$ cat src/rtl/mux_2_1_sel_arb.sv
// Round-robin select generator for a 2:1 mux: grants A or B, caps how long one
// side may hold the mux while the other waits, and drives a registered select S.
module mux_2_1_sel_arb #(
  parameter int HOLD_MAX = 4,
  parameter int CNT_W    = 2
) (
  input  logic             CLK,
  input  logic             RST,
  input  logic             REQ_A,
  input  logic             REQ_B,
  output logic             S,
  output logic             GNT_A,
  output logic             GNT_B,
  output logic             BUSY,
  output logic [CNT_W-1:0] HOLD_CNT
);

  typedef enum logic [1:0] {IDLE, GRANT_A, GRANT_B} state_t;
  typedef enum logic {SIDE_A, SIDE_B} side_t;

  localparam logic [CNT_W-1:0] CNT_MAX = CNT_W'(HOLD_MAX - 1);

  state_t           state, state_nxt;
  side_t            last, last_nxt;
  logic             s_nxt;
  logic [CNT_W-1:0] cnt_nxt;
  logic             at_cap;

  assign at_cap = (HOLD_CNT == CNT_MAX);

  always_comb begin
    // NOTE: every variable gets a default first so no path leaves it unassigned (no latch).
    state_nxt = state;
    last_nxt  = last;
    s_nxt     = S;
    cnt_nxt   = '0;

    unique case (state)
      IDLE: begin
        if (REQ_A && REQ_B)  state_nxt = (last == SIDE_A) ? GRANT_B : GRANT_A;
        else if (REQ_A)      state_nxt = GRANT_A;
        else if (REQ_B)      state_nxt = GRANT_B;
      end
      GRANT_A: begin
        if (!REQ_A)          state_nxt = REQ_B ? GRANT_B : IDLE;
        else if (REQ_B && at_cap) state_nxt = GRANT_B;
      end
      GRANT_B: begin
        if (!REQ_B)          state_nxt = REQ_A ? GRANT_A : IDLE;
        else if (REQ_A && at_cap) state_nxt = GRANT_A;
      end
      default:               state_nxt = IDLE;
    endcase

    // Counter restarts on any grant entry and saturates while the owner stays.
    if (state_nxt != IDLE && state_nxt == state)
      cnt_nxt = at_cap ? HOLD_CNT : HOLD_CNT + 1'b1;

    // S is left untouched in IDLE so the mux output does not flip needlessly.
    if (state_nxt == GRANT_A) s_nxt = 1'b0;
    if (state_nxt == GRANT_B) s_nxt = 1'b1;

    if (state_nxt != state && state_nxt == GRANT_A) last_nxt = SIDE_A;
    if (state_nxt != state && state_nxt == GRANT_B) last_nxt = SIDE_B;
  end

  // NOTE: state is updated with non-blocking assignments so all flops see pre-edge values.
  always_ff @(posedge CLK) begin
    if (RST) begin
      state    <= IDLE;
      last     <= SIDE_B;
      S        <= 1'b0;
      GNT_A    <= 1'b0;
      GNT_B    <= 1'b0;
      BUSY     <= 1'b0;
      HOLD_CNT <= '0;
    end else begin
      state    <= state_nxt;
      last     <= last_nxt;
      S        <= s_nxt;
      GNT_A    <= (state_nxt == GRANT_A);
      GNT_B    <= (state_nxt == GRANT_B);
      BUSY     <= (state_nxt != IDLE);
      HOLD_CNT <= cnt_nxt;
    end
  end

endmodule

$ cat config.mk
export PLATFORM = sky130hd
export DESIGN_NAME = mux_2_1_sel_arb
export DESIGN_NICKNAME = d
export VERILOG_FILES = /design/src/rtl/mux_2_1_sel_arb.sv
export SDC_FILE = /design/constraint.sdc
export NUM_CORES = 1
export LEC_CHECK = 0
export ABC_AREA = 1
export CAP_MARGIN = 20
export CORE_AREA = 4 4 41 43
export DETAILED_ROUTE_END_ITERATION = 10
export DIE_AREA = 0 0 45 47
export PLACE_DENSITY = 0.66
export REMOVE_ABC_BUFFERS = 1
export SLEW_MARGIN = 10
export SYNTH_ARGS = -nofsm -noshare
export SYNTH_HDL_FRONTEND = slang
export SYNTH_SLANG_ARGS = --single-unit
export TNS_END_PERCENT = 30
$ cat constraint.sdc
create_clock -name CLK -period 1.8 [get_ports CLK]
set_input_delay 0.27 -clock CLK [delete_from_list [all_inputs] [get_ports CLK]]
set_output_delay 0.27 -clock CLK [all_outputs]
set_load 0.03 [all_outputs]
==> results.toml <==
[run_status]
status = "finished clean"

[drt]
viasPerCell = 4.72
drtIter0Drc = 10
drcViolationCount = 0
routed_wl_um = 886
firstDrtPassIters = 2
dr_total_vias = 472
wire_per_inst_um = 8.86
postRouteAntennaNets = 0

[finish]
diodes = 0
final_area_sq_um = 657
syn2layout_area_growth_pct = 38.5
nets = 94
fin_cells = 100
drive_gt1_share_pct = 14.1
fillers = 128
final_util_pct = 50.5

[worst_setup_path]
startpoint_type = "flip-flop"
worstPathBufferInverterCount = 2
crit_family = "simple AND/OR/NAND/NOR gates"
path_class = "flip-flop to flip-flop"
max_stage_delay_ns = 0.36
cp.arrival_ns = 1.80
cp-end-kind = "flip-flop"
crit_cells = 10
cp_max_fo = 4
slowest_stage = "dfxtp_1"
r2r_cells = 10
path_cells = "ha_2 -> nand2_1 -> nand3_1 -> nand2_1 -> nand3_1 -> inv_1 -> ha_1 -> nor2_1 -> inv_1 -> nor3_1"
required_ns = 1.98

[sta]
fin_skew_ns = 0.00174
report.final.hold_viol_count = 0
fin_tns_setup_ns = 0
fin_crit_ns = 1.62
rsz0062_at_grt = "no"
final-setup-viol-count = 0
max_freq_ghz = 0.618
holdWs_ns = 0.496
slew_headroom_pct = 79.1
slew_violations = 0
tightest_slew_ns = 0.313
finalCritPeriodShare_pct = 89.9

[worst_hold_path]
worstHoldPathCells = 2
hold_class = "flip-flop to flip-flop"

[power]
p_leak_uw = 0.000339
p_per_area_nw_per_um2 = 1130
vdd_drop_max_mv = 0.504

[clocking]
cts_tree = "yes"
insertion_delay_ns = 0.26
cts_setup_buffers = 0
cts_max_level = 1
cts_buffers = 3
clk_pin_slew_ns = 0.06
cts_buffer_depth = 2
cts.sinks = 9
clockRootBuffer = "clkbuf_4"

[logic_synthesis]
seq_area_frac_synth_pct = 38.0
ys_seq_elements = 9
synth_cell_types = 15
netlist_instances = 67
synth_warnings = 0
netlist_area_sq_um = 474
syn-mean-instance-area_sq_um = 7.08

[die]
ios = 10
die_x_um = 45
rows = 13
initial_utilization_pct = 36.4
dieArea_sq_um = 2120
chipHeight_um = 47
design.core.area_sq_um = 1300

[global_route]
grt_first_pass_wirelength_mm = 1.38
gr-total-overflow = 0
grt_start_max_net_pins = 8
grt.total_usage_pct = 9.52
grt_pass1_vias = 352
antenna_found_initial = 0

[flow_run]
maxCapViolCount = 0

[placement]
place.gp.congestion = 0.737
dp_cells = 96
dp_hpwl_um = 713
numPortBuffers = 9
placed_area_sq_um = 621
## cell type report
class | count | area (sq um) | share of cell area (%)
multi-input combinational | 47 | 258 | 39.2
sequential | 9 | 180 | 27.4
inverter | 11 | 41.3 | 6.29
tap | 15 | 18.8 | 2.86
clock buffer | 4 | 26.3 | 4.00
timing repair buffer | 14 | 133 | 20.2
## worst register-to-register path: stages (launching register included)
cell	delay, ns
dfxtp_1	0.36
ha_2	0.24
nand2_1	0.08
nand3_1	0.09
nand2_1	0.07
nand3_1	0.09
inv_1	0.06
ha_1	0.17
nor2_1	0.13
inv_1	0.07
nor3_1	0.17
## state kept, by name, summed over array words and instances (netlist names)
register  cells
HOLD_CNT      2
BUSY          1
last          1
GNT_A         1
state         2
GNT_B         1
S             1
## worst paths after layout
check                                  from           to  slack (ns)
worst max-delay path            HOLD_CNT[0]  HOLD_CNT[1]        0.18
worst max register to register  HOLD_CNT[0]  HOLD_CNT[1]        0.18
worst min register to register         last         last        0.50
worst min-delay path                   last         last        0.50
## cells in the mapped netlist, drive strengths merged
| library cell | number | share of area (%) |
|---|---|---|
| nand2 | 16 | 13 |
| o21a | 1 | 1.6 |
| mux2i | 1 | 2.1 |
| dfxtp | 9 | 38 |
| a21oi | 2 | 2.1 |
| inv | 11 | 8.7 |
| nand3 | 6 | 6.3 |
| nand4 | 2 | 2.6 |
| ha | 4 | 11 |
| nor3 | 3 | 3.2 |
| o21ai | 2 | 2.1 |
| xor2 | 1 | 1.8 |
| nor2 | 9 | 7.7 |
## logic make-up (layout without fill, tap and decap cells)
group / Yosys count / in the layout / synth area share, %
XOR/XNOR: 1 / 1 / 1.85
multiplexers: 1 / 1 / 2.11
adder cells (fa/ha/maj): 4 / 4 / 10.6
flip-flops: 9 / 9 / 38.0
AND/OR/NAND/NOR: 36 / 36 / 33.0
AO/OA/AOI/OAI: 5 / 5 / 5.81
buffers and inverters: 11 / 29 / 8.71
## metrics by stage
stage	total power, uW	setup slack (ns)
global route	807	0.0173
global placement	589	-0.142
finish	743	0.181
CTS	752	0.105
floorplan	465	0.0360
detailed placement	593	-0.174
## placed cells by master, fill, tap and decap left out, drive strengths merged
cell / instances
a21oi: 2
buf: 5
clkbuf: 4
clkdlybuf4s50: 7
dfxtp: 9
dlymetal6s2s: 2
ha: 4
inv: 11
mux2i: 1
nand2: 16
nand3: 6
nand4: 2
nor2: 9
nor3: 3
o21a: 1
o21ai: 2
xor2: 1
## report_power, final
| part | internal, uW | switching [uW] | total, uW | leakage (uW) |
|---|---|---|---|---|
| clock | 85.3 | 68.0 | 153 | 0.0000150 |
| sequential | 239 | 27.6 | 267 | 0.0000741 |
| combinational | 145 | 177 | 322 | 0.000250 |
## per-layer routing
layer,vias to the layer above,share of wire [%],wire length (um),track usage (%)
met5,-,0,0,0
met3,2,6.1,54,5.75
met4,0,0.90,8,5.26
met2,8,50,444,15.3
met1,212,43,378,9.68
li1,250,-,-,-
## what timing repair did
item,in CTS,in global routing
resized for setup,0,4
setup endpoints to repair,0,5
hold buffers,0,0
hold endpoints to repair,0,0
No activity file was read; power rests on OpenSTA's default activity.
